[src/rtl/debounce_pkg.sv]
// Shared types and helpers for the push-button debouncer bank.
// Default timing constants assume the 100 MHz board clock.
package debounce_pkg;

  localparam int DEB_CNT_100MHZ    = 1_000_000;   // 10 ms
  localparam int HOLD_CNT_100MHZ   = 50_000_000;  // 500 ms
  localparam int REPEAT_CNT_100MHZ = 10_000_000;  // 100 ms

  typedef enum logic [1:0] {
    ST_IDLE   = 2'd0,
    ST_HOLD   = 2'd1,
    ST_REPEAT = 2'd2
  } hold_st_e;

  // Counter width able to hold 0..n-1, never narrower than one bit.
  function automatic int cnt_w(input int n);
    return (n <= 2) ? 1 : $clog2(n);
  endfunction

  function automatic int max2(input int a, input int b);
    return (a > b) ? a : b;
  endfunction

endpackage

[src/rtl/debounce_channel.sv]
// One button: 2-FF synchroniser, debounce counter, press/release strobes
// and the long-press / auto-repeat FSM.
module debounce_channel
  import debounce_pkg::*;
#(
  parameter int DEB_CNT    = 8,
  parameter int HOLD_CNT   = 20,
  parameter int REPEAT_CNT = 5,
  parameter int ACTIVE_LOW = 1
) (
  input  logic clk,
  input  logic rst_n_i,
  input  logic pb_raw_i,
  output logic state_o,
  output logic down_o,
  output logic up_o,
  output logic long_o,
  output logic repeat_o,
  output logic press_d_o
);

  localparam int DW = cnt_w(DEB_CNT);
  localparam int HW = cnt_w(max2(HOLD_CNT, REPEAT_CNT));
  localparam logic [DW-1:0] DEB_MAX  = DW'(DEB_CNT - 1);
  localparam logic [HW-1:0] HOLD_MAX = HW'(HOLD_CNT - 1);
  localparam logic [HW-1:0] REP_MAX  = HW'((REPEAT_CNT > 0) ? REPEAT_CNT - 1 : 0);

  logic          s0_q, s1_q;
  logic          state_q, state_d;
  logic [DW-1:0] deb_q, deb_d;
  logic          down_q, up_q, long_q, long_d, rep_q, rep_d;
  hold_st_e      st_q, st_d;
  logic [HW-1:0] hcnt_q, hcnt_d;
  logic          sat_q, sat_d;
  logic          mismatch, flip, press, release_ev;

  assign mismatch   = s1_q != state_q;
  assign flip       = mismatch && (deb_q == DEB_MAX);
  assign press      = flip && !state_q;
  assign release_ev = flip && state_q;
  assign state_d    = state_q ^ flip;
  assign deb_d      = (!mismatch || flip) ? '0 : deb_q + 1'b1;

  always_comb begin
    st_d   = st_q;
    hcnt_d = hcnt_q;
    sat_d  = sat_q;
    long_d = 1'b0;
    rep_d  = 1'b0;
    unique case (st_q)
      ST_IDLE: begin
        hcnt_d = '0;
        sat_d  = 1'b0;
        if (press) st_d = ST_HOLD;
      end
      ST_HOLD: begin
        if (release_ev) begin
          st_d   = ST_IDLE;
          hcnt_d = '0;
          sat_d  = 1'b0;
        end else if (!sat_q) begin
          if (hcnt_q == HOLD_MAX) begin
            long_d = 1'b1;
            hcnt_d = '0;
            // Without repeat, park in HOLD with further strobes suppressed.
            if (REPEAT_CNT > 0) st_d = ST_REPEAT;
            else                sat_d = 1'b1;
          end else begin
            hcnt_d = hcnt_q + 1'b1;
          end
        end
      end
      ST_REPEAT: begin
        if (release_ev) begin
          st_d   = ST_IDLE;
          hcnt_d = '0;
        end else if (hcnt_q == REP_MAX) begin
          rep_d  = 1'b1;
          hcnt_d = '0;
        end else begin
          hcnt_d = hcnt_q + 1'b1;
        end
      end
      default: begin
        st_d   = ST_IDLE;
        hcnt_d = '0;
        sat_d  = 1'b0;
      end
    endcase
  end

  always_ff @(posedge clk or negedge rst_n_i) begin
    if (!rst_n_i) begin
      s0_q    <= 1'b0;
      s1_q    <= 1'b0;
      state_q <= 1'b0;
      deb_q   <= '0;
      down_q  <= 1'b0;
      up_q    <= 1'b0;
      long_q  <= 1'b0;
      rep_q   <= 1'b0;
      st_q    <= ST_IDLE;
      hcnt_q  <= '0;
      sat_q   <= 1'b0;
    end else begin
      s0_q    <= pb_raw_i ^ (ACTIVE_LOW != 0);
      s1_q    <= s0_q;
      state_q <= state_d;
      deb_q   <= deb_d;
      down_q  <= press;
      up_q    <= release_ev;
      long_q  <= long_d;
      rep_q   <= rep_d;
      st_q    <= st_d;
      hcnt_q  <= hcnt_d;
      sat_q   <= sat_d;
    end
  end

  assign state_o   = state_q;
  assign down_o    = down_q;
  assign up_o      = up_q;
  assign long_o    = long_q;
  assign repeat_o  = rep_q;
  assign press_d_o = press;

endmodule

[src/rtl/debounce_bank.sv]
// N independent debounced button channels plus a registered OR of press strobes.
module debounce_bank
  import debounce_pkg::*;
#(
  parameter int N_CH       = 4,
  parameter int DEB_CNT    = DEB_CNT_100MHZ,
  parameter int HOLD_CNT   = HOLD_CNT_100MHZ,
  parameter int REPEAT_CNT = REPEAT_CNT_100MHZ,
  parameter int ACTIVE_LOW = 1
) (
  input  logic            clk,
  input  logic            reset,
  input  logic [N_CH-1:0] pb_raw,
  output logic [N_CH-1:0] pb_state,
  output logic [N_CH-1:0] pb_down,
  output logic [N_CH-1:0] pb_up,
  output logic [N_CH-1:0] pb_long,
  output logic [N_CH-1:0] pb_repeat,
  output logic            any_down
);

  logic [N_CH-1:0] press_d;
  logic            any_down_q;

  for (genvar g = 0; g < N_CH; g++) begin : g_ch
    debounce_channel #(
      .DEB_CNT    (DEB_CNT),
      .HOLD_CNT   (HOLD_CNT),
      .REPEAT_CNT (REPEAT_CNT),
      .ACTIVE_LOW (ACTIVE_LOW)
    ) u_ch (
      .clk       (clk),
      .rst_n_i   (reset),
      .pb_raw_i  (pb_raw[g]),
      .state_o   (pb_state[g]),
      .down_o    (pb_down[g]),
      .up_o      (pb_up[g]),
      .long_o    (pb_long[g]),
      .repeat_o  (pb_repeat[g]),
      .press_d_o (press_d[g])
    );
  end

  // Registered from the same next-state as pb_down so both rise together.
  always_ff @(posedge clk or negedge reset) begin
    if (!reset) any_down_q <= 1'b0;
    else        any_down_q <= |press_d;
  end

  assign any_down = any_down_q;

endmodule

[config.mk]
export PLATFORM = sky130hd
export DESIGN_NAME = debounce_bank
export DESIGN_NICKNAME = d
export VERILOG_FILES = /design/src/rtl/debounce_pkg.sv /design/src/rtl/debounce_channel.sv /design/src/rtl/debounce_bank.sv
export SDC_FILE = /design/constraint.sdc
export NUM_CORES = 1
export LEC_CHECK = 0
export CORE_MARGIN = 1.5
export CORE_UTILIZATION = 57
export CTS_CLUSTER_DIAMETER = 120
export DETAILED_ROUTE_END_ITERATION = 6
export PLACE_DENSITY = 0.8
export SLEW_MARGIN = 20
export SYNTH_ARGS = -nofsm -noshare
export SYNTH_HDL_FRONTEND = slang
export SYNTH_SLANG_ARGS = --single-unit
[constraint.sdc]
create_clock -name clk -period 2.75 [get_ports clk]
set_clock_uncertainty 0.05 [all_clocks]
set_input_delay 0.6875 -clock clk [delete_from_list [all_inputs] [get_ports clk]]
set_output_delay 0.6875 -clock clk [all_outputs]
set_load 0.01 [all_outputs]
==> out/metrics.yaml <==
detailed_routing:
  post_drt_wl_per_cell_um: 15.7
  vias: 10005
  antenna_left: 0
  totalWireLength_mm: 25.9
  drc: 0
  drt_iter0_drc: 504
  dr.pass1.iters: 5
  vias_per_cell: 6.07
cells_and_area:
  area.growth.synth_to_final_pct: 11.9
  final_area_um2: 13700
  finalNetCount: 1385
  layout-drive-gt1-share_pct: 9.03
  diodes: 0
  layout_common_cells: "dfrtp_1 (225), nand2_1 (150), nand3_1 (130), nor2_1 (117), nand4_1 (48)"
  fillers: 1752
  final_common_cell: "dfrtp_1"
power:
  p_seq_share_pct: 50.2
  p_clk_share_pct: 47.9
  ir_worst_vdd_mv: 0.405
  p_sw_share_pct: 21.4
  p_leak_nw: 5.57
  combPwrFrac_pct: 2.0
  p_per_area_nw_per_um2: 487
  p_sw_w: 0.00143
  intPower_w: 0.00525
yosys:
  synthDistinctLibCells: 71
  syn_avg_cell_area_um2: 9.27
  synth_edf_count: 0
  yosysWarnings: 0
  synth_cells: 1322
  yosys_register_bits: 225
  synthFlopType: "dfrtp_1"
  yosysSeqAreaShare_pct: 45.9
  syn-num-nets: 1352
  synth_area_um2: 12300
  ys_async_sr_fraction_pct: 100
clock_network:
  cts_tree: "built"
  cts_hold_buf: 0
  cts_root_buffer: "clkbuf_16"
  cts_max_path_buffers: 3
  path_clk_slew_ps: 60
  cts_repair_resize_count: 0
  cts_htree_levels: 1
  clock-sinks: 225
  cts_buffers: 25
  clkLatencyLatePin_ps: 530
  postCtsSetupRepairBufs: 0
hold_path:
  min_path_type: "input port to async pin"
placement:
  placed_area_um2: 12900
  gp_congestion: 0.812
  io_buffers: 26
  hpwl_mm: 17.5
sta:
  finalSetupViolCount: 0
  maxSlewHeadroom_pct: 58.5
  slew_viol_final: 0
  rsz0062_at_grt: "false"
  final.min_clock_period_ps: 2610
  worst_slew_pin_slew_ps: 619
  hold_violations: 0
  timing.setup.tns_ps: 0
  finalCritPeriodShare_pct: 95.0
  fmaxAchievable_ghz: 0.383
grt:
  grt_max_degree: 64
  grt_antenna_before_repair: 0
  grt_usage_pct: 24.0
  grt_pass1_vias: 9643
  overflow: 0
  grt_pass1_wl_mm: 45.1
floorplanning:
  start_util_pct: 58.1
  coreArea_um2: 21100
  fp-row-count: 53
  die_area_um2: 22400
  die_w_um: 150
  io_pins: 27
  die_h_um: 150
run_status:
  status: "completed"
run:
  maxCapViolCount: 0
critical_path:
  path_class: "flop to flop"
  cp.required_ps: 3070
  path_max_fanout: 13
  cp_data_arrival_time_ps: 2930
  endpoint_kind: "flop"
  worst_setup_path_start_kind: "flop"
per-stage QoR:
stage	total power [W]	instances	hold slack, ps	util [%]	setup WS, ps
floorplan	0.00345	1322	281	-	178
global placement	0.00354	1602	285	61.0	120
detailed placement	0.00355	1602	286	61.0	7.09
CTS	0.00675	1647	49.9	64.8	12.8
global route	0.00692	1648	76.3	65.1	1.74
finish	0.00668	1648	50.5	65.1	139
cell type report:
| cell class | instances | area (um2) | area share, % |
|---|---|---|---|
| timing repair buffer | 73 | 656 | 4.78 |
| tap | 275 | 344 | 2.51 |
| sequential | 225 | 5630 | 41.0 |
| inverter | 46 | 173 | 1.26 |
| multi-input combinational | 984 | 6120 | 44.6 |
| clock inverter | 6 | 36.3 | 0.265 |
| clock buffer | 39 | 758 | 5.53 |
path summary, 6_finish.rpt:
| path | slack (ps) | from | to | cells past startpoint |
|---|---|---|---|---|
| max | 140 | g_ch[2].u_ch.hcnt_q[11] | g_ch[2].u_ch.hcnt_q[6] | 7 |
| min | 50 | reset | g_ch[2].u_ch.hcnt_q[25] | 1 |
| max reg2reg | 140 | g_ch[2].u_ch.hcnt_q[11] | g_ch[2].u_ch.hcnt_q[6] | 7 |
| min reg2reg | 300 | g_ch[3].u_ch.s0_q | g_ch[3].u_ch.s1_q | 0 |
| max in group asynchronous | 1880 | reset | g_ch[1].u_ch.hcnt_q[0] | 2 |
| min in group clk | 300 | g_ch[3].u_ch.s0_q | g_ch[3].u_ch.s1_q | 0 |
registers in the layout (all words and copies together), names as in the netlist, named ones only:
register            cells
any_down                1
g_ch.u_ch.deb_q        80
g_ch.u_ch.repeat_o      4
g_ch.u_ch.long_o        4
g_ch.u_ch.down_o        4
g_ch.u_ch.st_q          8
g_ch.u_ch.hcnt_q      104
g_ch.u_ch.s0_q          4
g_ch.u_ch.sat_q         4
g_ch.u_ch.s1_q          4
g_ch.u_ch.up_o          4
power by group through the flow:
stage	clock network, W	registers [W]	logic [W]
floorplan	0	0.00341	0.0000428
global placement	0	0.00341	0.000137
detailed placement	0	0.00341	0.000139
CTS	0.00326	0.00335	0.000140
global route	0.00341	0.00335	0.000160
finish	0.00320	0.00335	0.000132
kinds of logic (layout without fill, tap and decap cells):
logic type      after synthesis  in the layout  synth area share [%]
flops                       225            225                  45.9
fa+ha+maj                    24             24                  2.45
buf+inv                     114            164                  4.69
mux                           7              7                 0.613
compound gates              217            217                  12.6
simple gates                667            668                  28.8
xor+xnor                     68             68                  4.86
synth_stat cells (5+ instances only):
library cell  count  area share [%]
buf_6             5            0.46
nor2_1          117             3.6
nor2b_1          11            0.56
nand4b_1         11            0.79
buf_4            21             1.3
nand2_1         150             4.6
o211ai_1          5            0.31
nor4_1           19            0.97
dfrtp_1         225              46
nor4b_1           7            0.50
xor2_1           32             2.3
o21ai_1           8            0.33
nor3b_1           5            0.31
and3_1           28             1.4
clkbuf_1         30            0.92
o21a_1           10            0.61
or2_2             8            0.41
o21ai_0          35             1.4
and2_1           35             1.8
or4_1            13            0.80
a22oi_1          16            0.98
nor3_1           17            0.69
buf_2            11            0.45
or4b_2            6            0.49
nand4_1          48             2.5
a21oi_1          20            0.82
o22ai_1           5            0.26
a31oi_1          18            0.92
o31ai_1          31             1.9
nand2b_1          6            0.31
o311ai_0         31             2.2
xnor2_1          36             2.6
or3_1            15            0.77
ha_1             24             2.5
and4_1           22             1.6
inv_1            46             1.4
nand3_1         130             5.3
worst max-delay path, stage by stage, from the launching register on:
cell and delay, ps:
dfrtp_1 410, or4_1 520, or4_4 570, o31ai_4 300, a211oi_4 130, o21ai_1 120
buf_4 230, o311ai_0 120
per-layer routing:
metal  global-route usage [%]  part of all wire [%]  vias up
met5                        0                     0        -
met3                     3.02                   4.0       35
met4                     6.19                   2.0        0
met2                     40.1                    48      203
li1                         -                     -     4877
met1                     33.2                    46     4890
No activity file was read; power rests on OpenSTA's default activity.
